### src/rtl/mac8_acc_commit.sv
// Speculation buffer plus architectural accumulator for the 8-bit SIMD MAC unit:
// in-order FIFO of speculative results, retired on commit, discarded on flush.
package config_pkg;
    localparam int unsigned TRANS_ID_BITS = 3;

    typedef struct packed {
        logic [7:0] reserved;
    } cva6_cfg_t;

    localparam cva6_cfg_t cva6_cfg_empty = '0;
endpackage

module mac8_acc_commit #(
    parameter config_pkg::cva6_cfg_t CVA6Cfg = config_pkg::cva6_cfg_empty,
    parameter int unsigned           DEPTH   = 4
) (
    input logic              clk_i,
    input logic              rst_ni,
    mac8_acc_commit_if.slave bus
);
    localparam int unsigned TRANS_ID_BITS = config_pkg::TRANS_ID_BITS;
    localparam int unsigned PTR_W         = $clog2(DEPTH);
    localparam int unsigned CNT_W         = PTR_W + 1;

    // The core configuration is carried only for integration uniformity.
    if (DEPTH < 2 || (DEPTH & (DEPTH - 1)) != 0 || $bits(CVA6Cfg) == 0) begin : g_param_check
        $error("mac8_acc_commit: DEPTH must be a power of two and at least 2");
    end

    typedef struct packed {
        logic [31:0]              result;
        logic [TRANS_ID_BITS-1:0] trans_id;
    } entry_t;

    entry_t             mem_q [DEPTH];
    logic [PTR_W-1:0]   wptr_q;
    logic [PTR_W-1:0]   rptr_q;
    logic [CNT_W-1:0]   count_q;
    logic [31:0]        arch_q;
    logic               err_q;

    logic               full;
    logic               empty;
    logic               push;
    logic               commit_ok;
    logic [PTR_W-1:0]   rptr_next;
    logic [PTR_W-1:0]   newest;
    entry_t             head;

    // NOTE: every variable gets a value on every path through always_comb, so no latch is inferred.
    always_comb begin
        full      = (count_q == CNT_W'(DEPTH));
        empty     = (count_q == '0);
        head      = mem_q[rptr_q];
        push      = bus.valid_i && !full && !bus.flush_i;
        commit_ok = bus.commit_i && !empty && (head.trans_id == bus.commit_trans_id_i);
        rptr_next = rptr_q + PTR_W'(commit_ok);
        newest    = wptr_q - PTR_W'(1);
    end

    // NOTE: sequential state uses non-blocking assignments so all registers update from pre-edge values.
    always_ff @(posedge clk_i or negedge rst_ni) begin
        if (!rst_ni) begin
            wptr_q  <= '0;
            rptr_q  <= '0;
            count_q <= '0;
            arch_q  <= '0;
            err_q   <= 1'b0;
        end else begin
            err_q  <= bus.commit_i && !commit_ok;
            rptr_q <= rptr_next;
            if (commit_ok) begin
                arch_q <= head.result;
            end
            // Flush resolves after the commit: the buffer restarts at the post-commit head.
            if (bus.flush_i) begin
                count_q <= '0;
                wptr_q  <= rptr_next;
            end else begin
                wptr_q  <= wptr_q + PTR_W'(push);
                count_q <= count_q + CNT_W'(push) - CNT_W'(commit_ok);
            end
        end
    end

    // NOTE: storage is not reset; count and pointers alone decide which entries are meaningful.
    always_ff @(posedge clk_i) begin
        if (push) begin
            mem_q[wptr_q] <= '{result: bus.result_i, trans_id: bus.trans_id_i};
        end
    end

    assign bus.ready_o      = !full;
    assign bus.full_o       = full;
    assign bus.empty_o      = empty;
    assign bus.arch_acc_o   = arch_q;
    assign bus.commit_err_o = err_q;
    assign bus.spec_acc_o   = empty ? arch_q : mem_q[newest].result;
endmodule

### src/rtl/mac8_acc_commit_if.sv
// Handshake bundle between the MAC unit / commit stage and the speculation buffer.
// The block itself connects through the slave modport.
interface mac8_acc_commit_if #(
    parameter int unsigned TRANS_ID_BITS = 3
);
    logic                     flush_i;
    logic                     valid_i;
    logic [31:0]              result_i;
    logic [TRANS_ID_BITS-1:0] trans_id_i;
    logic                     ready_o;
    logic                     commit_i;
    logic [TRANS_ID_BITS-1:0] commit_trans_id_i;
    logic [31:0]              spec_acc_o;
    logic [31:0]              arch_acc_o;
    logic                     empty_o;
    logic                     full_o;
    logic                     commit_err_o;

    modport master (
        output flush_i, valid_i, result_i, trans_id_i, commit_i, commit_trans_id_i,
        input  ready_o, spec_acc_o, arch_acc_o, empty_o, full_o, commit_err_o
    );

    modport slave (
        input  flush_i, valid_i, result_i, trans_id_i, commit_i, commit_trans_id_i,
        output ready_o, spec_acc_o, arch_acc_o, empty_o, full_o, commit_err_o
    );
endinterface

### src/flat_wrapper.sv
// flat-port wrapper written by rule: the top's interface ports become plain ports
module mac8_acc_commit_flat 
#(
    parameter config_pkg::cva6_cfg_t CVA6Cfg = config_pkg::cva6_cfg_empty,
    parameter int unsigned           DEPTH   = 4
)
  (clk_i, rst_ni, bus_flush_i, bus_valid_i, bus_result_i, bus_trans_id_i, bus_commit_i, bus_commit_trans_id_i, bus_ready_o, bus_spec_acc_o, bus_arch_acc_o, bus_empty_o, bus_full_o, bus_commit_err_o);
  mac8_acc_commit_if #(.TRANS_ID_BITS(config_pkg::TRANS_ID_BITS)) bus_i ();
  input logic clk_i;
  input logic rst_ni;
  input wire logic [$bits(bus_i.flush_i)-1:0] bus_flush_i;
  input wire logic [$bits(bus_i.valid_i)-1:0] bus_valid_i;
  input wire logic [$bits(bus_i.result_i)-1:0] bus_result_i;
  input wire logic [$bits(bus_i.trans_id_i)-1:0] bus_trans_id_i;
  input wire logic [$bits(bus_i.commit_i)-1:0] bus_commit_i;
  input wire logic [$bits(bus_i.commit_trans_id_i)-1:0] bus_commit_trans_id_i;
  output wire logic [$bits(bus_i.ready_o)-1:0] bus_ready_o;
  output wire logic [$bits(bus_i.spec_acc_o)-1:0] bus_spec_acc_o;
  output wire logic [$bits(bus_i.arch_acc_o)-1:0] bus_arch_acc_o;
  output wire logic [$bits(bus_i.empty_o)-1:0] bus_empty_o;
  output wire logic [$bits(bus_i.full_o)-1:0] bus_full_o;
  output wire logic [$bits(bus_i.commit_err_o)-1:0] bus_commit_err_o;
  assign bus_i.flush_i = bus_flush_i;
  assign bus_i.valid_i = bus_valid_i;
  assign bus_i.result_i = bus_result_i;
  assign bus_i.trans_id_i = bus_trans_id_i;
  assign bus_i.commit_i = bus_commit_i;
  assign bus_i.commit_trans_id_i = bus_commit_trans_id_i;
  assign bus_ready_o = bus_i.ready_o;
  assign bus_spec_acc_o = bus_i.spec_acc_o;
  assign bus_arch_acc_o = bus_i.arch_acc_o;
  assign bus_empty_o = bus_i.empty_o;
  assign bus_full_o = bus_i.full_o;
  assign bus_commit_err_o = bus_i.commit_err_o;
  mac8_acc_commit #(.CVA6Cfg(CVA6Cfg), .DEPTH(DEPTH)) u_core (.clk_i(clk_i), .rst_ni(rst_ni), .bus(bus_i));
endmodule
### config.mk
export PLATFORM = sky130hd
export DESIGN_NAME = mac8_acc_commit_flat
export DESIGN_NICKNAME = d
export VERILOG_FILES = /design/src/rtl/mac8_acc_commit.sv /design/src/rtl/mac8_acc_commit_if.sv /design/src/flat_wrapper.sv
export SDC_FILE = /design/constraint.sdc
export NUM_CORES = 1
export LEC_CHECK = 0
export BUFFER_PORTS_ARGS = -buffer_cell sky130_fd_sc_hd__buf_2
export CORE_ASPECT_RATIO = 1.25
export CORE_MARGIN = 2
export CORE_UTILIZATION = 42
export CTS_BUF_LIST = sky130_fd_sc_hd__clkbuf_16
export DETAILED_ROUTE_END_ITERATION = 16
export PLACE_DENSITY = 0.69
export SYNTH_ARGS = -nofsm -noshare
export SYNTH_HDL_FRONTEND = slang
export SYNTH_SLANG_ARGS = --single-unit
export TNS_END_PERCENT = 20
### constraint.sdc
create_clock -name clk_i -period 3.25 [get_ports clk_i]
set_clock_uncertainty 0.2 [all_clocks]
set_input_delay 0.8125 -clock clk_i [delete_from_list [all_inputs] [get_ports clk_i]]
set_output_delay 0.8125 -clock clk_i [all_outputs]
set_load 0.005 [all_outputs]
; ---- Word level (Yosys, flattened, before mapping)
; Memories as Yosys holds them, arrays and structs flattened.
; Index checks and enable logic that the tools add are counted.
[word_totals]
output_inout_bits = 68
regBits = 40
n_memories = 1
inputBits = 43
ramBits = 140
[mem_list]
columns = name, depth, width, rd, rd_clocked_by_memory_dff, wr, line
row1 = u_core.mem_q, 4, 35, 2, 0, 1, mac8_acc_commit.sv:35  ; entry_t mem_q [DEPTH];
[op_classes]
n_mux = 5
n_reduce_logical = 10
addsub = 5
n_eq_ne = 2
[op_table]
columns = op, count
row1 = $mux 32, 1
row2 = $logic_and 1x1->1, 5
row3 = $add 2x1->2, 2
row4 = $logic_not 1->1, 4
row5 = $add 3x1->3, 1
row6 = $eq 3x3->1, 1
row7 = $eq 3x3->1 const B, 1
row8 = $logic_not 3->1, 1
row9 = $mux 3, 1
row10 = $sub 3x1->3, 1
row11 = $mux 1, 2
row12 = $mux 2, 1
row13 = $sub 2x1->2 const B, 1

; ---- Depth between registers and ports, before layout
; Gate-level depths: netlist (run 1).
[depth]
ltp_word = 7
mapped_depth = 13
mapped_depth_nobuf = 11

; ---- Least setup slack after synthesis (run 1)
; No wires, ideal clock.
[synth_path]
kind = flip-flop to output port
start = register u_core.wptr_q[0]
end = output port bus_spec_acc_o[0]
t_required_ns = 2.237
arrival_time_ns = 2.359
stages_incl_launch_ff = 8
path_buffers = 3
setup_slack_ns = -0.121
path_cell_list = dfrtp_1 clkbuf_1 buf_2 inv_1 ha_1 buf_1 mux4_2 mux2_2
[synth_via]
elab_chain_len = 3
[synth_rtl]
columns = element, line
row1 = "start, declared", mac8_acc_commit.sv:36  ; logic [PTR_W-1:0] wptr_q;
row2 = "start signal, assigned", mac8_acc_commit.sv:78  ; wptr_q <= rptr_next;
row3 = "start signal, assigned", mac8_acc_commit.sv:80  ; wptr_q <= wptr_q + PTR_W'(push);
row4 = $sub 2x1->2, mac8_acc_commit.sv:58  ; newest = wptr_q - PTR_W'(1);
row5 = $mem_v2 4x35, --
row6 = $mux 32, mac8_acc_commit.sv:98  ; assign bus.spec_acc_o = empty ? arch_q : mem_q[newest].result;
row7 = "end, declared", flat_wrapper.sv:18  ; output wire logic [$bits(bus_i.spec_acc_o)-1:0] bus_spec_acc_o;
; No other way between the ends.

; ---- Worst setup path after layout (run 1)
[layout_path]
start = register u_core.wptr_q[0]
end = output port bus_spec_acc_o[17]
; The elaborated chain is that of the path after synthesis.

==> flow_metrics.tcl, run 1 <==
set metrics [dict create \
    intPower_w 0.006303 \
    status "finished, final reports clean" \
    yosys_warnings 0 \
    fmax_mhz 316.8 \
    report.final.hold_viol_count 0 \
    synth-main-ff-cell "edfxtp_1" \
    ctsHtreeMaxLevel 4 \
    rr_worst_depth 11 \
    synthTopCellsByArea "edfxtp_1 53%, mux4_2 19%, dfrtp_1 13%" \
    synthToLayoutAreaGrowth_pct 21.23 \
    synthArstFlopShare_pct 22.22 \
    dp.final_hpwl_mm 11.25 \
    clk_latency_ns 0.43 \
    power_per_cell_area_nw_per_um2 940.4 \
    critPathKind "reg2out" \
    timing.final.crit_share_pct 97.12 \
    io_pins 111 \
    stdcell_area_um2 9688 \
    synth_top_area_share_pct 52.61 \
    grt_usage_pct 17.97 \
    hp-class "in2async" \
    worstReg2RegStart "u_core.rptr_q[0]" \
    peakVddDrop_uv 412.3 \
    yosysMostFrequentCell "edfxtp_1" \
    layout-drive-gt1-share_pct 60.12 \
    synth_common_cells "140 x edfxtp_1, 67 x mux4_2, 40 x dfrtp_1, 34 x mux2_2, 28 x mux2_4" \
    routed_wl_mm 17.14 \
    crit_fanout 11 \
    cts_buffer_depth 2 \
    synthDistinctLibCells 25 \
    worst_ep_required_time_ns 2.24 \
    initial_core_util_pct 42.72 \
    core_area_um2 18710 \
    cp.arrival_ns 2.14 \
    antenna_found_initial 2 \
    drtIter0Drc 201 \
    hold_buffers 0 \
    pwr-share-seq_pct 34.9 \
    slowest_stage "dfrtp_2" \
    num_vias 4105 \
    finalSetupTns_ns 0 \
    drc 0 \
    finalCriticalPeriod_ns 3.157 \
    cts_sinks 180 \
    netlist_area_um2 7991 \
    grt_max_degree 34 \
    timing.final.max_slew_violations 0 \
    row_count 56 \
    placed_area_um2 9032 \
    clkTransAtPathRegs_ns 0.07 \
    p_sw_w 0.002808 \
    r2r_slack_ns 0.48 \
    crit_cells 6 \
    crit_path_start_kind "flip-flop" \
    multi_input_area_um2 2674 \
    rsz0062_at_grt "false" \
    clock_power_share_pct 22.7 \
    total_leakage_power_nw 3.736 \
    cts_tree "yes" \
    final_nets 558 \
    p_sw_share_pct 30.82 \
    clockRootBuffer "clkbuf_16" \
    crit_end "bus_spec_acc_o[17]" \
    grt_pass1_vias 4511 \
    port_buffers 110 \
    synth_nets 424 \
    drt-wirelength-per-cell_um 22.77 \
    chipHeight_um 158.2 \
    n_fill_cell 1448 \
    cp_num_buf_inv 3 \
    die_area_um2 20150 \
    via_per_inst 5.452 \
    syn_avg_cell_area_um2 21.48 \
    startpoint "u_core.wptr_q[0]" \
    synth-seq-cells 180 \
    dr.pass1.iters 4 \
    cts_buffers 17 \
    synthCells 372 \
    cp_top_family "multiplexers" \
    tightest_slew_ns 0.6818 \
    max_cap_viol_count 0 \
    grt_pass1_wl_mm 26.19 \
    ys_seq_area_share_pct 65.13 \
    finalSetupViolCount 0 \
    cp_cell_sequence "inv_1, ha_4, buf_12, mux4_2, mux2_2, buf_2" \
    synth-edff-count 140 \
    overflow 0 \
    worst_slack_ns 0.09348 \
    slowest_delay_ns 0.39 \
    fp.dieW_um 127.4 \
    globalplace.congestion 0.7488 \
    maxSlewHeadroom_pct 54.55 \
    register_area_um2 5209 \
    pwr-share-comb_pct 42.4 \
    worstReg2RegEnd "u_core.count_q[2]" \
    place_ws_ns 0.4290 \
    yosysTopAreaCell "edfxtp_1" \
    final_util_pct 51.79 \
    antenna_left 0 \
    crit_path_end_kind "primary output" \
]
[per-layer routing]
| layer | track usage, % | share of wire, % |
|---|---|---|
| met5 | 0 | 0.076 |
| met4 | 6.855 | 2.0 |
| met3 | 4.664 | 4.7 |
| met2 | 32.72 | 55 |
| met1 | 20.22 | 38 |
[stage by stage]
| step | total power (W) | instances | hold WS, ns |
|---|---|---|---|
| 3_3_place_gp | 0.006943 | 717 | 0.2932 |
| 6_report | 0.009110 | 753 | 0.1177 |
| 4_1_cts | 0.009254 | 751 | 0.1285 |
| 3_5_place_dp | 0.007018 | 717 | 0.3085 |
| 2_1_floorplan | 0.005590 | 372 | 0.2765 |
| 5_1_grt | 0.009608 | 752 | 0.1423 |
[placed cells by master (no fill, tap or decap), types with 3 or more instances in the layout]
cell / instances
and2_2: 4
buf_12: 9
buf_2: 110
buf_4: 15
clkbuf_16: 17
clkinv_4: 4
dfrtp_1: 37
dfrtp_2: 3
edfxtp_1: 140
ha_1: 7
inv_1: 5
inv_6: 3
inv_8: 3
mux2_1: 3
mux2_2: 34
mux2_4: 28
mux4_2: 67
nor2_1: 3
xnor2_2: 3
[state kept, by name, summed over array words and instances, names as in the netlist]
name	count
u_core.rptr_q	2
u_core.bus.commit_err_o	1
u_core.wptr_q	2
u_core.count_q	3
u_core.bus.arch_acc_o	32
u_core.mem_q	140
[power by group through the flow]
stage | Sequential, W | Clock, W | Combinational [W]
6_report | 0.00318 | 0.00207 | 0.00386
5_1_grt | 0.00323 | 0.00221 | 0.00417
3_3_place_gp | 0.00320 | 0 | 0.00374
2_1_floorplan | 0.00317 | 0 | 0.00242
3_5_place_dp | 0.00323 | 0 | 0.00379
4_1_cts | 0.00318 | 0.00211 | 0.00396
[kinds of logic after synthesis]
group | count (synthesis) | share of synthesized area, %
and+or+nand+nor | 15 | 1.206
muxes | 132 | 29.36
buffers and inverters | 28 | 1.691
DFF | 180 | 65.13
AOI/OAI and AO/OA | 1 | 0.06257
xor gates and xnor gates | 7 | 1.049
adders and majority gates | 9 | 1.503
[worst min path at each step]
stage	start	end	slack, ns	depth (start not counted)
global route	rst_ni	u_core.bus.arch_acc_o[29]	0.14	1
global placement	u_core.bus.arch_acc_o[18]	u_core.bus.arch_acc_o[18]	0.29	1
floorplan	u_core.rptr_q[0]	u_core.rptr_q[0]	0.28	1
CTS	rst_ni	u_core.bus.arch_acc_o[29]	0.13	1
detailed placement	u_core.bus.arch_acc_o[12]	u_core.bus.arch_acc_o[12]	0.31	1
finish	rst_ni	u_core.bus.arch_acc_o[29]	0.12	1
[layout make-up]
class                      instances  area share [%]
timing repair buffer             136           9.144
multi-input combinational        164           27.60
clock buffer                      17           4.391
sequential                       180           53.76
clock inverter                    15           1.782
antenna                            2         0.05166
tap                              232           2.996
inverter                           7          0.2712
[what timing repair did]
action / 4_1_cts / 5_1_grt
hold endpoints to repair: 0 / 0
resized for setup: 3 / 1
gates cloned: 1 / 0
setup buffers: 1 / 0
setup endpoints to repair: 22 / 1
(Power assumes the default switching activity.)
==> run 2: changes to the inputs <==
--- a/config.mk
+++ b/config.mk
@@ -12,6 +12,7 @@
 export CTS_BUF_LIST = sky130_fd_sc_hd__clkbuf_16
 export DETAILED_ROUTE_END_ITERATION = 16
 export PLACE_DENSITY = 0.69
+export RECOVER_POWER = 100
 export SYNTH_ARGS = -nofsm -noshare
 export SYNTH_HDL_FRONTEND = slang
 export SYNTH_SLANG_ARGS = --single-unit
==> flow_metrics.tcl, run 2 (same netlist as run 1, synthesis figures left out) <==
set metrics [dict create \
    chipHeight_um 158.2 \
    grt_pass1_vias 4511 \
    dp.final_hpwl_mm 11.25 \
    antenna_found_initial 1 \
    initial_core_util_pct 42.72 \
    die_area_um2 20150 \
    stdcell_area_um2 9346 \
    finalSetupViolCount 0 \
    clockRootBuffer "clkbuf_16" \
    cts_sinks 180 \
    maxSlewHeadroom_pct 27.66 \
    dr.pass1.iters 4 \
    routed_wl_mm 17.09 \
    total_leakage_power_nw 3.353 \
    core_area_um2 18710 \
    crit_path_start_kind "flip-flop" \
    cp_top_family "multiplexers" \
    worst_ep_required_time_ns 2.24 \
    finalSetupTns_ns 0 \
    placed_cells 717 \
    port_buffers 110 \
    timing.final.max_slew_violations 0 \
    placed_area_um2 9032 \
    clkTransAtPathRegs_ns 0.07 \
    cp_cell_sequence "inv_1, ha_4, buf_12, mux4_2, mux2_2, buf_2" \
    drc 0 \
    max_cap_viol_count 0 \
    row_count 56 \
    cts_buffers 17 \
    p_sw_w 0.002776 \
    n_fill_cell 1529 \
    grt_usage_pct 17.97 \
    cp.arrival_ns 2.15 \
    peakVddDrop_uv 408.0 \
    rsz0062_at_grt "false" \
    cts_tree "yes" \
    fp.dieW_um 127.4 \
    intPower_w 0.006021 \
    finalCriticalPeriod_ns 3.162 \
    clk_latency_ns 0.43 \
    layout-drive-gt1-share_pct 38.92 \
    worst_slack_ns 0.08777 \
    report.final.hold_viol_count 0 \
    drtIter0Drc 168 \
    fmax_mhz 316.2 \
    cts_buffer_depth 2 \
    io_pins 111 \
    globalplace.congestion 0.7488 \
    num_vias 4095 \
    hold_buffers 0 \
    p_sw_share_pct 31.56 \
    tightest_slew_ns 1.085 \
    timing.final.crit_share_pct 97.30 \
    ctsHtreeMaxLevel 4 \
    pwr-share-comb_pct 40.4 \
    grt_pass1_wl_mm 26.19 \
    hp-class "reg2reg" \
    crit_path_end_kind "primary output" \
    place_ws_ns 0.4290 \
    synthToLayoutAreaGrowth_pct 16.96 \
    final_nets 558 \
    fin_cells 752 \
    cp_num_buf_inv 3 \
    status "finished, final reports clean" \
    drt-wirelength-per-cell_um 22.72 \
    crit_fanout 11 \
    via_per_inst 5.445 \
    slowest_stage "dfrtp_2" \
    largest-register "u_core.mem_q" \
    final_common_cell "edfxtp_1" \
    slowest_delay_ns 0.39 \
    clock_power_share_pct 23.5 \
    power_per_cell_area_nw_per_um2 941.2 \
    critPathKind "reg2out" \
    overflow 0 \
    largest_register_ffs 140 \
    grt_max_degree 34 \
    pwr-share-seq_pct 36.1 \
    antenna_left 0 \
    layout_common_cells "140 x edfxtp_1, 73 x clkbuf_1, 67 x mux4_2, 43 x buf_2, 38 x dfrtp_1" \
]
[run 2: metrics by stage]
step	power [W]	util [%]	hold WS, ns
final	0.008797	49.96	0.3129
after detailed placement	0.007018	48.28	0.3085
after global routing	0.009291	49.95	0.3423
after floorplan	0.005590	-	0.2765
after global placement	0.006943	48.28	0.2932
after CTS	0.009254	51.74	0.1285
[run 2: power by group through the flow]
stage | Sequential [W] | Clock, W | Combinational (W)
2_1_floorplan | 0.00317 | 0 | 0.00242
3_3_place_gp | 0.00320 | 0 | 0.00374
3_5_place_dp | 0.00323 | 0 | 0.00379
4_1_cts | 0.00318 | 0.00211 | 0.00396
5_1_grt | 0.00323 | 0.00221 | 0.00385
6_report | 0.00317 | 0.00207 | 0.00355
[run 2: layer usage]
metal | global-route usage [%] | share of wire [%]
met1 | 20.22 | 38
met2 | 32.72 | 55
met3 | 4.664 | 5.0
met4 | 6.855 | 2.0
met5 | 0 | 0.076
[run 2: final cells by class]
type                    count  area [um^2]  area share (%)
multi-input cells         164         2556           27.35
clock inverters            15        172.7           1.847
flip-flops and latches    180         5207           55.72
clock buffers              17        425.4           4.552
repair buffers            136        665.6           7.122
inverters                   7        26.28          0.2811
well taps                 232        290.3           3.106
diodes                      1        2.502         0.02677
[run 2: worst paths after layout]
| kind | start | end | depth (start not counted) | slack [ns] |
|---|---|---|---|---|
| min reg2reg | u_core.bus.arch_acc_o[21] | u_core.bus.arch_acc_o[21] | 1 | 0.31 |
| max | u_core.wptr_q[0] | bus_spec_acc_o[17] | 6 | 0.09 |
| max reg2reg | u_core.rptr_q[0] | u_core.count_q[2] | 11 | 0.32 |
| min | u_core.bus.arch_acc_o[21] | u_core.bus.arch_acc_o[21] | 1 | 0.31 |
| min in group asynchronous | rst_ni | u_core.bus.arch_acc_o[29] | 1 | 0.35 |
| max in group asynchronous | rst_ni | u_core.rptr_q[1] | 2 | 1.09 |
[run 2: repair_timing]
action	4_1_cts	5_1_grt
setup endpoints to repair	22	1
gates resized for setup	3	1
gates cloned	1	0
buffers inserted	1	0
[run 2: worst reg2reg max path: stages (launching register included)]
cell and delay (ns):
dfrtp_1 0.49, mux4_2 0.55, xnor2_1 0.26, nand4_4 0.13, inv_1 0.10, ha_1 0.23, inv_1 0.06, ha_1 0.14
inv_1 0.05, fa_1 0.40, xnor2_1 0.16, nor2_1 0.05
==> run 3: changes to the inputs <==
--- a/config.mk
+++ b/config.mk
@@ -5,6 +5,7 @@
 export SDC_FILE = /design/constraint.sdc
 export NUM_CORES = 1
 export LEC_CHECK = 0
+export ABC_AREA = 1
 export BUFFER_PORTS_ARGS = -buffer_cell sky130_fd_sc_hd__buf_2
 export CORE_ASPECT_RATIO = 1.25
 export CORE_MARGIN = 2
==> flow_metrics.tcl, run 3 <==
set metrics [dict create \
    ctsHtreeMaxLevel 4 \
    routed_wl_mm 22.69 \
    rr_worst_depth 6 \
    peakVddDrop_uv 640.6 \
    synth_compound_gate_area_share_pct 12.54 \
    multi_input_area_um2 2734 \
    synthToLayoutAreaGrowth_pct 16.15 \
    timing.final.max_slew_violations 27 \
    core_area_um2 19470 \
    cts_sinks 180 \
    synthArstFlopShare_pct 22.22 \
    overflow 0 \
    worst_slack_ns 0.1066 \
    crit_path_start_kind "flip-flop" \
    max_cap_viol_count 1 \
    yosys.area_share.simple_pct 18.22 \
    grt_pass1_wl_mm 34.19 \
    cts_buffer_depth 2 \
    rsz0062_at_grt "false" \
    cp_cell_sequence "inv_1, ha_1, inv_1, buf_4, nor2_1, o21ai_0, a31oi_1, clkbuf_2" \
    ys_seq_area_share_pct 62.39 \
    hold_buffers 0 \
    place_ws_ns 0.4191 \
    via_per_inst 5.548 \
    stdcell_area_um2 9691 \
    row_count 57 \
    drc 0 \
    yosys_warnings 0 \
    cts_buffers 17 \
    crit_end "bus_spec_acc_o[15]" \
    synth_common_cells "235 x nor2_1, 140 x edfxtp_1, 129 x o21ai_0, 86 x nand2_1, 40 x dfrtp_1" \
    path_common_cell "inv_1" \
    dr.pass1.iters 6 \
    status "finished with violations" \
    cp.arrival_ns 2.13 \
    drtIter0Drc 700 \
    antenna_left 0 \
    timing.final.crit_share_pct 96.72 \
    synth_top_area_share_pct 50.39 \
    holdWs_ns 0.2930 \
    grt_max_degree 68 \
    synth-edff-count 140 \
    grt_pass1_vias 6462 \
    slowest_stage "dfrtp_1" \
    crit_fanout 8 \
    worstReg2RegStart "u_core.wptr_q[0]" \
    slowest_delay_ns 0.38 \
    globalplace.congestion 0.7702 \
    initial_core_util_pct 42.85 \
    synth_nets 893 \
    synthDistinctLibCells 27 \
    syn_avg_cell_area_um2 9.920 \
    crit_path_end_kind "primary output" \
    die_area_um2 21010 \
    register_area_um2 5207 \
    fmax_mhz 318.1 \
    placed_area_um2 9168 \
    port_buffers 110 \
    violations "capacitance limit, slew limit" \
    worstReg2RegEnd "u_core.mem_q[2][3]" \
    num_vias 6758 \
    largest_register_ffs 140 \
    io_pins 111 \
    finalCriticalPeriod_ns 3.143 \
    fp.dieW_um 130.1 \
    layout-drive-gt1-share_pct 10.71 \
    power_per_cell_area_nw_per_um2 1065 \
    yosysMostFrequentCell "nor2_1" \
    synth-main-ff-cell "edfxtp_1" \
    antenna_found_initial 1 \
    synthXorXnorAreaFrac_pct 0.4199 \
    chipHeight_um 161.6 \
    critPathKind "reg2out" \
    synthCells 841 \
    tightest_slew_ns 1.613 \
    finalSetupViolCount 0 \
    yosysTopAreaCell "edfxtp_1" \
    startpoint "u_core.wptr_q[1]" \
    hp-class "reg2reg" \
    clockRootBuffer "clkbuf_16" \
    final_nets 991 \
    r2r_slack_ns 0.45 \
    netlist_area_um2 8343 \
    n_fill_cell 1796 \
    total_leakage_power_nw 3.702 \
    cts_tree "yes" \
    layout_common_cells "232 x nor2_1, 140 x edfxtp_1, 129 x o21ai_0, 86 x nand2_1, 82 x clkbuf_1" \
    largest-register "u_core.mem_q" \
    clk_latency_ns 0.43 \
    synth.mux.area_fraction_pct 0 \
    synth_adder_area_share_pct 1.440 \
    synth-seq-cells 180 \
    clkTransAtPathRegs_ns 0.07 \
    final_common_cell "nor2_1" \
    synthTopCellsByArea "edfxtp_1 50%, dfrtp_1 12%, nor2_1 11%" \
    maxSlewHeadroom_pct -7.556 \
    final_util_pct 49.77 \
    grt_usage_pct 21.80 \
    drt-wirelength-per-cell_um 18.63 \
    worst_ep_required_time_ns 2.24 \
    dp.final_hpwl_mm 12.94 \
    report.final.hold_viol_count 0 \
    synth_top_family_by_area "simple AND/OR/NAND/NOR gates" \
]
run 3: how the worst min path moves through the flow:
stage / slack [ns] / cells past startpoint / to / from
floorplan: 0.29 / 2 / u_core.bus.arch_acc_o[0] / u_core.bus.arch_acc_o[0]
global placement: 0.27 / 2 / u_core.bus.arch_acc_o[9] / u_core.bus.arch_acc_o[9]
detailed placement: 0.28 / 2 / u_core.bus.arch_acc_o[28] / u_core.bus.arch_acc_o[28]
CTS: 0.23 / 1 / u_core.bus.commit_err_o / rst_ni
global route: 0.31 / 2 / u_core.bus.arch_acc_o[14] / u_core.bus.arch_acc_o[14]
finish: 0.29 / 2 / u_core.bus.arch_acc_o[9] / u_core.bus.arch_acc_o[9]
run 3: metrics by stage:
stage | power (W) | TNS, ns | cells
floorplan | 0.006263 | -3.024 | 841
global placement | 0.008050 | 0 | 1184
detailed placement | 0.008125 | 0 | 1184
CTS | 0.01046 | 0 | 1216
global route | 0.01100 | 0 | 1217
finish | 0.01032 | 0 | 1218
run 3: critical path, delay by kind of cell, from the launching register on:
kind,cells,cell delay (ns)
simple gates,1,0.11
flops,1,0.38
compound gates,2,0.42
fa+ha+maj,1,0.31
buf+inv,4,0.50
run 3: cell families after synthesis:
kind of cell | count (synthesis)
compound gates | 193
fa+ha+maj | 9
flops | 180
simple gates | 374
xor+xnor | 4
buf+inv | 81
run 3: routing by layer:
layer	wire, um	track usage [%]
met1	9267	28.01
met2	11270	36.10
met3	1638	4.637
met4	515	8.309
met5	0	0
run 3: layout make-up:
class,instances,share of cell area (%)
inverter,23,0.9684
tap,265,3.422
multi-input combinational,580,28.21
antenna,1,0.02582
timing repair buffer,137,6.714
sequential,180,53.74
clock inverter,15,2.531
clock buffer,17,4.390
run 3: where the power goes:
part           switching, W  internal (W)  total (W)
clock              0.000821       0.00150    0.00232
sequential         0.000305       0.00293    0.00324
combinational       0.00318       0.00159    0.00477
total               0.00431       0.00602     0.0103
run 3: what timing repair did:
action,in CTS,in global routing
resized for setup,0,1
buffers inserted,0,1
setup endpoints to repair,0,9
